**config.mk**
```make
export PLATFORM = sky130hd
export DESIGN_NAME = uart_tx
export DESIGN_NICKNAME = d
export VERILOG_FILES = /design/src/rtl/uart_pkg.sv /design/src/rtl/uart_baud_cnt.sv /design/src/rtl/uart_tx.sv
export SDC_FILE = /design/constraint.sdc
export NUM_CORES = 1
export LEC_CHECK = 0
export CAP_MARGIN = 5
export CORE_AREA = 2 2 70 72
export CTS_BUF_LIST = sky130_fd_sc_hd__clkbuf_16
export DETAILED_ROUTE_END_ITERATION = 6
export DIE_AREA = 0 0 72 74
export PLACE_DENSITY = 0.52
export REMOVE_ABC_BUFFERS = 1
export SLEW_MARGIN = 15
export SYNTH_ARGS = -nofsm -noshare
export SYNTH_HDL_FRONTEND = slang
export SYNTH_SLANG_ARGS = --single-unit
```
**constraint.sdc**
```tcl
create_clock -name CLK -period 1.6 [get_ports CLK]
set_input_delay 0.32 -clock CLK [delete_from_list [all_inputs] [get_ports CLK]]
set_output_delay 0.32 -clock CLK [all_outputs]
set_load 0.03 [all_outputs]
```
**src/rtl/uart_pkg.sv**
```systemverilog
// rtl/uart_pkg.sv - shared UART frame constants, state encoding and baud-divider helper
package uart_pkg;

  localparam int DATA_W         = 8;
  localparam int IDX_W          = $clog2(DATA_W);
  localparam int FRAME_BITS     = 10;
  localparam int FRAME_BITS_PAR = 11;

  typedef enum logic [2:0] {
    ST_IDLE   = 3'd0,
    ST_START  = 3'd1,
    ST_DATA   = 3'd2,
    ST_PARITY = 3'd3,
    ST_STOP   = 3'd4
  } uart_state_t;

  // Clocks per bit; RX and TX must both derive it here so their bit windows agree.
  function automatic int calc_b_cnt(input int clk_f, input int baud);
    return clk_f / baud;
  endfunction

endpackage

```
**src/rtl/uart_baud_cnt.sv**
```systemverilog
// rtl/uart_baud_cnt.sv - bit-period counter 0..B_CNT-1 with clear and end-of-bit tick
module uart_baud_cnt #(
  parameter int B_CNT = 4,
  parameter int CW    = (B_CNT > 1) ? $clog2(B_CNT) : 1
) (
  input  logic clk,
  input  logic rst,
  input  logic clr,
  output logic tick
);

  localparam logic [CW-1:0] LAST = CW'(B_CNT - 1);

  logic [CW-1:0] cnt;

  always_ff @(posedge clk) begin
    if (rst || clr) begin
      cnt <= '0;
    end else if (tick) begin
      cnt <= '0;
    end else begin
      cnt <= cnt + CW'(1);
    end
  end

  assign tick = (cnt == LAST);

endmodule

```
**src/rtl/uart_tx.sv**
```systemverilog
// rtl/uart_tx.sv - UART transmitter, start + 8 data LSB-first + stop; UART_TX_PARITY_EN adds a parity bit
module uart_tx
  import uart_pkg::*;
#(
  parameter int CLK_F      = 50000000,
  parameter int UART_B     = 115200,
  parameter int B_CNT      = calc_b_cnt(CLK_F, UART_B),
  parameter bit PARITY_ODD = 1'b0
) (
  input  logic       CLK,
  input  logic       RST,
  input  logic       TX_EN,
  input  logic       TX_START,
  input  logic [7:0] TX_DATA,
  output logic       TX_OUT,
  output logic       BUSY,
  output logic       DONE
);

  uart_state_t       state;
  logic [DATA_W-1:0] shift;
  logic [IDX_W-1:0]  idx;
  logic              bit_tick;
  logic              baud_clr;

`ifdef UART_TX_PARITY_EN
  logic par_bit;
`else
  logic unused_parity_odd;
  assign unused_parity_odd = PARITY_ODD;
`endif

  // Holding the counter at zero while idle makes the start bit exactly B_CNT cycles.
  assign baud_clr = (state == ST_IDLE) || !TX_EN;

  uart_baud_cnt #(.B_CNT(B_CNT)) u_baud (
    .clk  (CLK),
    .rst  (RST),
    .clr  (baud_clr),
    .tick (bit_tick)
  );

  always_ff @(posedge CLK) begin
    if (RST || !TX_EN) begin
      state  <= ST_IDLE;
      shift  <= '0;
      idx    <= '0;
      TX_OUT <= 1'b1;
      BUSY   <= 1'b0;
      DONE   <= 1'b0;
`ifdef UART_TX_PARITY_EN
      par_bit <= 1'b0;
`endif
    end else begin
      DONE <= 1'b0;
      case (state)
        ST_IDLE: begin
          if (TX_START) begin
            state  <= ST_START;
            shift  <= TX_DATA;
            idx    <= '0;
            TX_OUT <= 1'b0;
            BUSY   <= 1'b1;
`ifdef UART_TX_PARITY_EN
            par_bit <= (^TX_DATA) ^ PARITY_ODD;
`endif
          end
        end
        ST_START: begin
          if (bit_tick) begin
            state  <= ST_DATA;
            TX_OUT <= shift[0];
          end
        end
        ST_DATA: begin
          if (bit_tick) begin
            if (idx == IDX_W'(DATA_W - 1)) begin
`ifdef UART_TX_PARITY_EN
              state  <= ST_PARITY;
              TX_OUT <= par_bit;
`else
              state  <= ST_STOP;
              TX_OUT <= 1'b1;
`endif
            end else begin
              // Next bit is presented straight from shift[1] so TX_OUT stays a pure register.
              shift  <= shift >> 1;
              idx    <= idx + IDX_W'(1);
              TX_OUT <= shift[1];
            end
          end
        end
`ifdef UART_TX_PARITY_EN
        ST_PARITY: begin
          if (bit_tick) begin
            state  <= ST_STOP;
            TX_OUT <= 1'b1;
          end
        end
`endif
        ST_STOP: begin
          if (bit_tick) begin
            state <= ST_IDLE;
            BUSY  <= 1'b0;
            DONE  <= 1'b1;
          end
        end
        default: begin
          state  <= ST_IDLE;
          TX_OUT <= 1'b1;
          BUSY   <= 1'b0;
        end
      endcase
    end
  end

endmodule

```
==> flow_summary_export.csv, run 1 <==
group,metric,value,unit
logic_synthesis,synth_area_leaders,"dfxtp_1, mux2i_1, a211oi_1, nor2_1, nor3_1",
setup_path,path_buf_inv,1,
logic_synthesis,synth.avg_cell_area,9.205,µm²
logic_synthesis,synth_cell_types,36,
timing,setup_viol,0,
setup_path,setup.worst_path.start_class,"flip-flop",
global_route,antenna_found_initial,0,
finish,layout.nets,187,
finish,multi_input_area,792.0,µm²
global_route,grt.total_usage,0.1166,
clock_tree,cts_tree,"done",
timing,min_period,1551,ps
logic_synthesis,synth_warnings,0,
run,timing.max_cap.violations,0,
setup_path,path_delay_family,"buffers and inverters",
timing,slew_viol_final,0,
timing,hold_viol,0,
timing,setup_tns,0,ps
drt,wl_per_cell,12.88,µm
setup_path,slowest_stage,"clkdlybuf4s50_1",
drt,ant_nets,0,
power_and_ir_drop,power_frac_seq,0.438,
power_and_ir_drop,peakVddDrop,0.4809,mV
outcome,outcome,"finished, final reports clean",
setup_path,path_max_fanout,1,
floorplanning,start_util,0.2803,
floorplanning,core_area,4598,µm²
drt,first_pass_iters,4,
logic_synthesis,ys_seq_area_frac,0.4039,
global_route,grt.overflow.total,0,
placed_design,dp_hpwl,2151,µm
floorplanning,fp.dieArea,5328,µm²
clock_tree,cts_made_buffers,3,
clock_tree,clk_pin_slew_worst_paths,70,ps
clock_tree,clock_path_buffers,2,
global_route,grt_pass1_wl,5023,µm
setup_path,path_class,"reg -> out",
timing,relSlewSlack,0.7588,
setup_path,crit_path_max_incr_delay,660,ps
worst_hold_path,hold_path_class,"reg -> reg",
timing,fmax,0.6446,GHz
clock_tree,htree_levels,1,
power_and_ir_drop,combPwrFrac,0.091,
finish,area_growth,39.71,%
power_and_ir_drop,switching_share,0.1942,
global_route,first_global_vias,1133,
setup_path,crit_chain,"clkdlybuf4s50_1",
placed_design,portBuffers,14,
placed_design,gp_congestion,0.7833,
clock_tree,insertion_delay,260,ps
floorplanning,num_rows,25,
setup_path,arrival,1230,ps
power_and_ir_drop,p_int,0.001233,W
floorplanning,die_w,72,µm
timing,fin_ws,48.64,ps
power_and_ir_drop,power,0.001530,W
logic_synthesis,synth-seq-cells,26,
power_and_ir_drop,power_density,850.0,nW/µm²
finish,antennaDiodeCount,0,
drt,drt_wl_total,2884,µm
finish,ff_latch_area,523.0,µm²
finish,layout-drive-gt1-share,0.2471,
drt,vias,1109,
clock_tree,cts-root-buf,"clkbuf_16",
clock_tree,cts_hold_buf,0,
finish,fin_cells,224,
setup_path,end_kind,"output pin",
finish,fill_cells,449,
setup_path,critPathRequiredTime,1280,ps
drt,viasPerCell,4.951,
clock_tree,cts_sinks,26,
timing,layout_worst_path_cycle_share,0.9696,
power_and_ir_drop,leakage,0.6479,nW
timing,worst_pin_slew,361.3,ps
floorplanning,die_y,74,µm
logic_synthesis,netlist_area,1289,µm²
logic_synthesis,synth.largest_area_cell,"dfxtp_1",
power_and_ir_drop,clockPowerShare,0.472,
logic_synthesis,syn_inst,140,
power_and_ir_drop,p_sw,0.0002972,W
global_route,grt_max_degree,16,
placed_design,placed_cells,219,
drt,drc,0,
timing,rsz0062_at_grt,"true",
timing,finClkSkew,5.684,ps
logic_synthesis,synth_top_area_share,0.4039,
placed_design,pre_cts_slack,-166.6,ps
floorplanning,pin_count,15,
drt,drt-initial-drc-count,56,
==> power groups by stage <==
| stage | Clock (W) | Combinational, W | Sequential [W] |
|---|---|---|---|
| floorplan | 0 | 0.0000567 | 0.000692 |
| global placement | 0 | 0.000129 | 0.000684 |
| detailed placement | 0 | 0.000130 | 0.000684 |
| CTS | 0.000743 | 0.000134 | 0.000670 |
| global route | 0.000759 | 0.000152 | 0.000672 |
| finish | 0.000722 | 0.000139 | 0.000670 |
==> metal layers <==
| metal | share of wire | global-route usage |
|---|---|---|
| met1 | 0.46 | 0.1453 |
| met2 | 0.49 | 0.2119 |
| met3 | 0.049 | 0.02846 |
| met4 | 0.0045 | 0.01258 |
| met5 | 0 | 0 |
==> flip-flops by register name (all words and copies together) (netlist names) <==
signal	cells
BUSY	1
DONE	1
TX_OUT	1
idx	3
shift	8
state	3
u_baud.cnt	9
==> Yosys cell counts <==
| master | instances |
|---|---|
| and4_1 | 2 |
| nand4_1 | 3 |
| nand2b_1 | 3 |
| dfxtp_1 | 26 |
| buf_6 | 1 |
| nand2_1 | 7 |
| nand3_1 | 8 |
| inv_1 | 2 |
| inv_6 | 1 |
| nor3_2 | 1 |
| nor2_1 | 16 |
| a21oi_1 | 3 |
| nor3_1 | 11 |
| nor2b_1 | 1 |
| nand4b_1 | 1 |
| mux2i_1 | 10 |
| buf_2 | 3 |
| xor2_1 | 4 |
| nand3b_1 | 1 |
| and3_1 | 3 |
| clkbuf_2 | 1 |
| o211a_1 | 1 |
| a41oi_1 | 1 |
| a211oi_2 | 1 |
| nor4_1 | 1 |
| ha_1 | 4 |
| o22a_2 | 1 |
| clkbuf_1 | 1 |
| nor4b_2 | 1 |
| nor3_4 | 1 |
| xnor2_1 | 4 |
| a22oi_1 | 2 |
| and2_1 | 2 |
| and3_2 | 1 |
| a211oi_1 | 9 |
| or3_1 | 2 |
==> worst reg2reg max path: stages, from the launching register on <==
cell,delay (ps)
dfxtp_2,340
ha_4,160
ha_4,160
nor4b_4,220
nand4_1,170
nand2_2,130
buf_6,100
mux2i_1,160
==> layout make-up <==
type                       instances  share of cell area
tap                               54             0.03753
timing repair buffer              32              0.1647
clock buffer                       3             0.04170
inverter                           3            0.009034
clock inverter                     1             0.01668
sequential                        26              0.2905
multi-input combinational        105              0.4399
==> worst paths after layout <==
kind / startpoint / end / slack, ps / cells after the start
worst max-delay path: DONE$_SDFF_PP0_ / DONE / 50 / 1
worst min-delay path: idx[1]$_SDFFE_PP0P_ / idx[1]$_SDFFE_PP0P_ / 480 / 2
worst max register to register: idx[0]$_SDFFE_PP0P_ / idx[2]$_SDFFE_PP0P_ / 70 / 7
worst min register to register: idx[1]$_SDFFE_PP0P_ / idx[1]$_SDFFE_PP0P_ / 480 / 2
==> repair_timing <==
item,CTS,global route
pin swaps,10,6
endpoints found under the setup margin,11,18
setup buffers,0,1
gates resized for setup,13,8
==> cell families (layout without fill, tap and decap cells) <==
family,after synthesis,count (layout),share of synthesized area
muxes,10,10,0.07767
DFF,26,26,0.4039
buffers and inverters,9,39,0.03980
xor gates and xnor gates,8,8,0.05436
and+or+nand+nor,65,65,0.2777
AOI/OAI and AO/OA,18,18,0.1078
adders and majority gates,4,4,0.03884
==> placed cells by master, fill, tap and decap left out, types with 4 or more instances in the layout <==
cell / synthesis / final
mux2i_1: 10 / 10
xnor2_1: 4 / 4
xor2_1: 4 / 4
a211oi_1: 9 / 7
buf_4: 0 / 15
nor3_2: 1 / 4
clkdlybuf4s50_1: 0 / 12
nor2_1: 16 / 16
nand2_1: 7 / 6
nand3_1: 8 / 8
dfxtp_1: 26 / 24
nor3_1: 11 / 8
==> stage by stage <==
stage	hold slack, ps	area (µm²)	util
final	478.6	1800	0.3916
after detailed placement	465.0	1602	0.3483
after floorplan	429.4	1254	-
after CTS	478.3	1754	0.3815
after global placement	463.0	1602	0.3483
after global routing	500.8	1800	0.3916
No activity file was read; power rests on OpenSTA's default activity.
==> run 2: changes to the inputs <==
- CORE_AREA: 2 2 70 72 -> 2 2 55 57
- DIE_AREA: 0 0 72 74 -> 0 0 57 59
- PLACE_DENSITY: 0.52 -> 0.75
==> run 2 against run 1 <==
The run now ends with negative setup slack left. Core utilization increased by 25 points. Clock power decreased by 24%. Combinational power about the same. Worst setup slack got worse by 55 ps. First-iteration DRC count decreased by 70%. Largest cell class unchanged.
==> flow_summary_export.csv, run 2 (same netlist as run 1, synthesis figures left out) <==
group,metric,value,unit
clock_tree,cts_tree,"done",
finish,post-route-cell-area,1739,µm²
global_route,first_global_vias,1140,
finish,layout.nets,184,
outcome,failed_checks,"negative setup slack",
timing,fin_ws,-6.550,ps
setup_path,path_class,"reg -> reg",
clock_tree,cts-root-buf,"clkbuf_16",
power_and_ir_drop,combPwrFrac,0.103,
timing,hold_viol,0,
clock_tree,htree_levels,1,
finish,top_regs,"u_baud.cnt (9), shift (8)",
setup_path,arrival,1750,ps
floorplanning,pin_count,15,
timing,worst_pin_slew,372.5,ps
floorplanning,start_util,0.4755,
power_and_ir_drop,switching_share,0.2156,
finish,layout-drive-gt1-share,0.2651,
timing,relSlewSlack,0.7513,
finish,antennaDiodeCount,0,
placed_design,placed_area,1538,µm²
finish,fin_cells,197,
finish,regMostFlops,"u_baud.cnt",
setup_path,slowest_stage,"dfxtp_2",
drt,vias,1128,
floorplanning,die_w,57,µm
setup_path,crit_chain,"ha_4 > ha_4 > nor4b_4 > nand4_1 > nand2_2 > buf_6 > a211oi_2",
placed_design,pre_cts_slack,-120.2,ps
global_route,grt_pass1_wl,4926,µm
floorplanning,num_rows,19,
worst_hold_path,hold_path_class,"reg -> reg",
drt,wl_per_cell,14.42,µm
global_route,grt.total_usage,0.1855,
placed_design,gp_congestion,0.8223,
finish,largest_register_ffs,9,
power_and_ir_drop,clockPowerShare,0.402,
power_and_ir_drop,power_density,779.7,nW/µm²
finish,final_common_cell,"dfxtp_1",
timing,fmax,0.6225,GHz
placed_design,placed_cells,193,
setup_path,cp_common_cell,"ha_4",
setup_path,path_delay_family,"simple AND/OR/NAND/NOR gates",
power_and_ir_drop,peakVddDrop,0.7498,mV
run,timing.max_cap.violations,0,
timing,slew_viol_final,0,
timing,setup_viol,7,
drt,drc,0,
global_route,grt_max_degree,15,
floorplanning,die_y,59,µm
drt,ant_nets,0,
global_route,grt.overflow.total,0,
floorplanning,fp.dieArea,3363,µm²
setup_path,setup.worst_path.start_class,"flip-flop",
setup_path,end_kind,"flip-flop",
placed_design,dp_hpwl,2000,µm
power_and_ir_drop,power,0.001356,W
drt,viasPerCell,5.726,
power_and_ir_drop,p_int,0.001064,W
clock_tree,cts_made_buffers,3,
clock_tree,cts_hold_buf,0,
setup_path,path_buf_inv,1,
finish,mostFrequentLayoutCells,"dfxtp_1, nor2_1, buf_4, clkdlybuf4s50_1, mux2i_1",
timing,finClkSkew,3.093,ps
power_and_ir_drop,p_sw,0.0002924,W
setup_path,crit_path_max_incr_delay,330,ps
drt,first_pass_iters,4,
setup_path,critPathRequiredTime,1740,ps
clock_tree,clk_pin_slew_worst_paths,60,ps
placed_design,portBuffers,14,
power_and_ir_drop,power_frac_seq,0.495,
floorplanning,core_area,2710,µm²
clock_tree,insertion_delay,260,ps
timing,min_period,1607,ps
drt,drt-initial-drc-count,17,
setup_path,path_max_fanout,7,
drt,drt_wl_total,2840,µm
timing,hold-worst-slack,467.4,ps
timing,rsz0062_at_grt,"true",
power_and_ir_drop,leakage,0.6191,nW
global_route,antenna_found_initial,0,
clock_tree,cts_sinks,26,
outcome,outcome,"finished with violations",
timing,layout_worst_path_cycle_share,1.004,
clock_tree,clock_path_buffers,2,
finish,area_growth,34.95,%
==> run 2: cell count changes in the layout (fill, tap and decap cells not counted), sizes merged <==
cell / previous run / this run
bufinv: 1 / 0
buf: 18 / 15
==> run 2: layout make-up <==
| cell class | count | area (µm²) |
|---|---|---|
| Tap cell | 31 | 38.79 |
| Fill cell | 220 | 970.9 |
| Multi-Input combinational cell | 105 | 828.3 |
| Sequential cell | 26 | 523.0 |
| Clock buffer | 3 | 75.07 |
| Timing Repair Buffer | 29 | 257.7 |
| Inverter | 3 | 16.27 |
==> run 2: power by group through the flow <==
| stage | registers [W] | clock network (W) | logic (W) |
|---|---|---|---|
| 2_1_floorplan | 0.000692 | 0 | 0.0000567 |
| 3_3_place_gp | 0.000684 | 0 | 0.000123 |
| 3_5_place_dp | 0.000685 | 0 | 0.000126 |
| 4_1_cts | 0.000671 | 0.000554 | 0.000128 |
| 5_1_grt | 0.000672 | 0.000572 | 0.000152 |
| 6_report | 0.000671 | 0.000546 | 0.000139 |
==> run 2: final timing paths <==
check | depth (start not counted) | from | endpoint | slack [ps]
min | 1 | u_baud.cnt[0]$_SDFF_PP0_ | u_baud.cnt[0]$_SDFF_PP0_ | 470
min reg2reg | 1 | u_baud.cnt[0]$_SDFF_PP0_ | u_baud.cnt[0]$_SDFF_PP0_ | 470
max reg2reg | 7 | idx[0]$_SDFFE_PP0P_ | shift[0]$_SDFFE_PP0P_ | -7
max | 7 | idx[0]$_SDFFE_PP0P_ | shift[0]$_SDFFE_PP0P_ | -7
==> run 2: metrics by stage <==
stage                     setup TNS (ps)  utilization
after global placement            -377.6       0.5674
after CTS                              0       0.6071
after global routing              -818.1       0.6417
after floorplan                        0            -
after detailed placement           -1194       0.5674
final                             -22.98       0.6417
==> run 2: layer usage <==
| metal | GRT usage | vias to the layer above | wire length, µm |
|---|---|---|---|
| met2 | 0.3432 | 17 | 1438 |
| met1 | 0.2175 | 547 | 1290 |
| met3 | 0.02402 | 5 | 74 |
| met4 | 0.07309 | 0 | 36 |
| li1 | - | 559 | - |
| met5 | 0 | - | 0 |
==> run 2: what timing repair did <==
action,4_1_cts,5_1_grt
pin swaps,8,5
setup endpoints to repair,9,24
setup buffers,0,1
resized for setup,10,17
gates cloned,0,0
==> run 3: changes to the inputs <==
- CELL_PAD_IN_SITES_DETAIL_PLACEMENT: not set -> 0
- CELL_PAD_IN_SITES_GLOBAL_PLACEMENT: not set -> 1
- CORE_AREA: 2 2 55 57 -> 2 2 63 65
- DIE_AREA: 0 0 57 59 -> 0 0 65 67
- PLACE_DENSITY: 0.75 -> 0.74
- clock period: 1.6 -> 1.4 ns (I/O delays scaled with it)
==> run 3 against run 2 <==
The run still ends with negative setup slack left. Die area increased by 29%. Highest routed layer unchanged. Via count increased by 3.8%. Sequential cell count unchanged.
==> flow_summary_export.csv, run 3 (same netlist as run 1, synthesis figures left out) <==
group,metric,value,unit
finish,antennaDiodeCount,0,
timing,worst_pin_slew,281.4,ps
global_route,antenna_found_initial,0,
floorplanning,pin_count,15,
global_route,grt.total_usage,0.1502,
timing,hold-worst-slack,467.1,ps
clock_tree,htree_levels,1,
floorplanning,die_y,67,µm
timing,min_period,1536,ps
setup_path,critPathRequiredTime,1580,ps
drt,drt-initial-drc-count,50,
finish,layout.nets,197,
power_and_ir_drop,p_sw,0.0003501,W
placed_design,portBuffers,14,
setup_path,path_class,"reg -> reg",
power_and_ir_drop,leakage,0.7099,nW
floorplanning,num_rows,22,
setup_path,arrival,1710,ps
timing,finClkSkew,7.230,ps
global_route,grt_pass1_wl,5099,µm
setup_path,path_max_fanout,8,
drt,viasPerCell,5.136,
finish,layout-drive-gt1-share,0.4111,
timing,layout_worst_path_cycle_share,1.097,
clock_tree,cts_hold_buf,0,
placed_design,dp_hpwl,2251,µm
finish,largest_register_ffs,9,
power_and_ir_drop,power_density,898.9,nW/µm²
power_and_ir_drop,switching_share,0.1983,
worst_hold_path,hold_path_class,"reg -> reg",
power_and_ir_drop,combPwrFrac,0.098,
outcome,outcome,"finished with violations",
global_route,grt.overflow.total,0,
finish,fill_cells,330,
drt,wl_per_cell,13.32,µm
drt,first_pass_iters,4,
drt,drt_wl_total,3036,µm
clock_tree,clock_path_buffers,2,
timing,hold_viol,0,
finish,fin_util,0.5448,
floorplanning,fp.dieArea,4355,µm²
drt,ant_nets,0,
setup_path,setup.worst_path.start_class,"flip-flop",
timing,slew_viol_final,0,
floorplanning,die_w,65,µm
power_and_ir_drop,power_frac_seq,0.434,
clock_tree,insertion_delay,260,ps
finish,mostFrequentLayoutCells,"buf_4, dfxtp_1, nor2_1, clkdlybuf4s50_1, mux2i_1",
run,timing.max_cap.violations,0,
power_and_ir_drop,power,0.001766,W
setup_path,rrSetupSlack,-140,ps
clock_tree,cts-root-buf,"clkbuf_16",
finish,multi_input_area,890.9,µm²
floorplanning,start_util,0.3574,
drt,drc,0,
power_and_ir_drop,p_int,0.001416,W
finish,final_common_cell,"buf_4",
power_and_ir_drop,clockPowerShare,0.468,
timing,relSlewSlack,0.8110,
finish,ff_latch_area,529.3,µm²
drt,vias,1171,
global_route,first_global_vias,1195,
timing,setup_viol,12,
clock_tree,cts_made_buffers,3,
timing,setup_tns,-1252,ps
outcome,failed_checks,"negative setup slack",
setup_path,end_kind,"flip-flop",
power_and_ir_drop,peakVddDrop,0.5444,mV
global_route,grt_max_degree,16,
clock_tree,cts_tree,"done",
placed_design,pre_cts_slack,-364.5,ps
timing,fin_ws,-136.4,ps
timing,fmax,0.6509,GHz
clock_tree,clk_pin_slew_worst_paths,70,ps
finish,top_regs,"u_baud.cnt (9), shift (8)",
timing,rsz0062_at_grt,"true",
placed_design,gp_congestion,0.8178,
finish,area_growth,52.43,%
clock_tree,cts_sinks,26,
finish,regMostFlops,"u_baud.cnt",
floorplanning,core_area,3606,µm²
==> run 3: changes by cell type in the layout (fill, tap and decap cells not counted), sizes merged <==
cell           change
buf               +13
clkdlybuf4s50      -1
dlygate4sd2        +2
bufinv             +1
dlymetal6s2s       -1
==> run 3: path summary, 6_finish.rpt <==
path | startpoint | to | depth (start not counted)
setup / recovery | idx[1]$_SDFFE_PP0P_ | shift[5]$_SDFFE_PP0P_ | 6
hold / removal | shift[7]$_SDFFE_PP0P_ | shift[7]$_SDFFE_PP0P_ | 2
setup reg to reg | idx[1]$_SDFFE_PP0P_ | shift[5]$_SDFFE_PP0P_ | 6
hold reg to reg | shift[7]$_SDFFE_PP0P_ | shift[7]$_SDFFE_PP0P_ | 2
==> run 3: repair_timing <==
item | in CTS | in global routing
buffers inserted | 1 | 0
endpoints found under the setup margin | 26 | 16
gates resized for setup | 27 | 19
pin swaps | 11 | 9
==> run 3: power by group through the flow <==
stage / Combinational, W / Sequential [W] / Clock, W
floorplan: 0.0000648 / 0.000791 / 0
global placement: 0.000151 / 0.000781 / 0
detailed placement: 0.000155 / 0.000781 / 0
CTS: 0.000162 / 0.000765 / 0.000849
global route: 0.000188 / 0.000768 / 0.000883
finish: 0.000173 / 0.000766 / 0.000826
==> run 3: worst max-delay path, cell delays in order (launching register included) <==
cell and delay [ps]:
dfxtp_2 340, ha_4 160, ha_4 160, nor4b_4 230
and4_4 340, nor3_1 60, a211oi_1 170
==> run 3: stage by stage <==
stage	area [µm²]	instances
2_1_floorplan	1254	134
3_3_place_gp	1669	223
3_5_place_dp	1669	223
4_1_cts	1881	228
5_1_grt	1964	228
6_report	1964	228
==> run 3: layer usage <==
layer  global-route usage  vias up  wire, µm
met5                    0        -         0
met2               0.2719       12      1520
met3              0.02027        4        45
met1               0.1828      565      1438
li1                     -      590         -
met4              0.04787        0        31
==> run 3: layout make-up <==
class                      count  share of cell area
clock buffer                   3             0.03822
tap                           48             0.03057
multi-input combinational    105              0.4535
timing repair buffer          42              0.1847
clock inverter                 1             0.01529
inverter                       3            0.008280
sequential                    26              0.2694
==> variant: new RTL, settings of run 3 <==
The option `UART_TX_PARITY_EN` is turned on by a define.
--- a/src/rtl/uart_tx.sv
+++ b/src/rtl/uart_tx.sv
@@ -1,2 +1,4 @@
 // rtl/uart_tx.sv - UART transmitter, start + 8 data LSB-first + stop; UART_TX_PARITY_EN adds a parity bit
+`define UART_TX_PARITY_EN
+
 module uart_tx
Formal check against the unedited RTL: same outputs for any inputs over 10 cycles, from zero or initial values; that may be too few to reach the edited logic, so the function may still have changed.
==> variant against run 3 <==
The flow still finishes with violations (setup timing); setup slack got worse by 0.037 ns; hold slack improved by 0.023 ns; sequential cell count increased by 1; sequential share of layout area decreased by 2.4 points; synthesized cell count increased by 8.6%; core utilization increased by 7.4 points; design area increased by 14%; synthesized area increased by 13%; via count increased by 15%; routed wire length increased by 23%; total power decreased by 3.5%; global-route usage increased by 4.1 points; clock power decreased by 21%; fmax decreased by 2.4%.
==> variant: results (changes against run 3) <==
Worst setup path
  – Critical Path AT: 1.76 ns (+0.05 ns)
  – FF-to-FF path depth: 7 (+1)
  – CP max FO: 5 (-3)
  – Start of the worst register-to-register path: u_baud.cnt[1]
  – Family with the most delay on the worst path: compound AO/OA/AOI/OAI gates
  – FF-to-FF End: TX_OUT

STA
  – Relative slew slack: 73.3% (-7.8 points)
  – Setup Skew: 0.00516 ns (-0.00207 ns)
  – Setup violators final: 20 (+8)
  – Final Worst Setup Slack: -0.174 ns (-0.0372 ns)

Drt
  – Final WL: 3.72 mm (+23%)
  – DR pass1 iterations: 4 (unchanged)
  – Iter 0 DRT Violations: 59 (+18%)
  – Mean routed wirelength per cell: 14.5 um (+9.2%)
  – Via count: 1347 (+15%)

Yosys
  – Most frequent cells after synthesis: dfxtp_1, a21oi_1, nor2_1, xnor2_1, mux2i_1
  – Mapped Cells: 152 (+8.6%)
  – Sequential area share after synthesis: 37.2% (-3.2 points)
  – Synth unique cells: 41 (+14%)
  – Top cells by area, synth: dfxtp_1, a311oi_2, xnor2_1, a21oi_1, mux2i_1

Pwr
  – Peak VDD IR: 369 uV (-32%)
  – Static Leak: 0.000880 uW (+24%)
  – Switching pwr: 398 uW (+14%)

Placed design
  – Placed cell count: 241 (+8.1%)
  – RePlAce Congestion: 0.784 (-4.2%)
  – Detailed placement HPWL: 2.40 mm (+6.8%)

Outcome
  – Failing checks: setup timing
  – Run status: finished, violations left

GRT
  – Largest net degree at the start of global routing: 15 (-1)
  – Global-route usage over all layers: 19.1% (+4.1 points)
  – Global-route wire length before repair: 6.18 mm (+21%)

Hold path
  – Hold endpoint: BUSY
  – Hold Path Stages: 2 (unchanged)
  – Hold WC Path Type: register to register
  – Worst Hold Launch: BUSY

Final layout
  – Final #Nets: 225 (+14%)
  – Fill cells: 307 (-7.0%)
  – Share of cells above drive strength 1: 46.2% (+5.0 points)

Clocking
  – Clk root buf: clkbuf_16
[variant: layout make-up]
| cell class | instances | area share [%] |
|---|---|---|
| multi-input combinational | 113 | 44.0 |
| sequential | 27 | 24.6 |
| timing repair buffer | 60 | 24.6 |
| clock buffer | 3 | 3.37 |
| tap | 48 | 2.69 |
| inverter | 4 | 0.673 |
| clock inverter | 1 | 0.168 |
[variant: worst max-delay path by stage]
stage | startpoint | endpoint
after global routing | u_baud.cnt[1] | TX_OUT
after detailed placement | TX_START | shift[6]
after CTS | u_baud.cnt[1] | TX_OUT
after floorplan | state[1] | shift[0]
final | u_baud.cnt[1] | TX_OUT
after global placement | TX_START | shift[6]
[variant: cells by family after synthesis]
family / after synthesis / share of synthesized area, %
compound gates: 36 / 19.5
xor+xnor: 15 / 9.04
fa+ha+maj: 4 / 3.44
simple gates: 48 / 19.2
buf+inv: 14 / 6.11
mux: 8 / 5.51
flops: 27 / 37.2
[variant: routing by layer]
layer | GRT usage [%] | up-vias | share of wire, %
li1 | - | 669 | -
met1 | 23.4 | 655 | 46
met2 | 32.3 | 18 | 50
met3 | 3.04 | 5 | 2.3
met4 | 9.57 | 0 | 2.0
met5 | 0 | - | 0
[variant: power by group through the flow]
stage,sequential [uW],combinational (uW),clock [uW]
finish,801,250,653
global route,802,274,702
detailed placement,815,224,0
CTS,800,244,658
floorplan,825,113,0
global placement,815,217,0
[variant: metrics by stage]
stage                     area (sq um)  setup TNS [ns]  hold slack (ns)  total power, uW  setup slack, ns
after floorplan                   1380           -6.35            0.416              937           -0.434
after global placement            1870           -7.32            0.466             1030           -0.412
after detailed placement          1870           -8.43            0.477             1040           -0.510
after CTS                         2120           -1.62            0.495             1700           -0.159
after global routing              2230           -3.11            0.525             1780           -0.235
final                             2230           -1.73            0.490             1700           -0.174
[variant: timing repair]
item / in CTS / in global routing
setup endpoints to repair: 25 / 24
pin swaps: 14 / 13
setup buffers: 5 / 3
cloned: 2 / 1
resized for setup: 36 / 18
[variant: worst reg2reg max path, stage by stage, from the launching register on]
cell      delay (ns)
dfxtp_2         0.33
inv_2           0.04
ha_4            0.14
and4b_4         0.20
and2_4          0.17
buf_6           0.12
o32a_1          0.32
o221ai_1        0.17
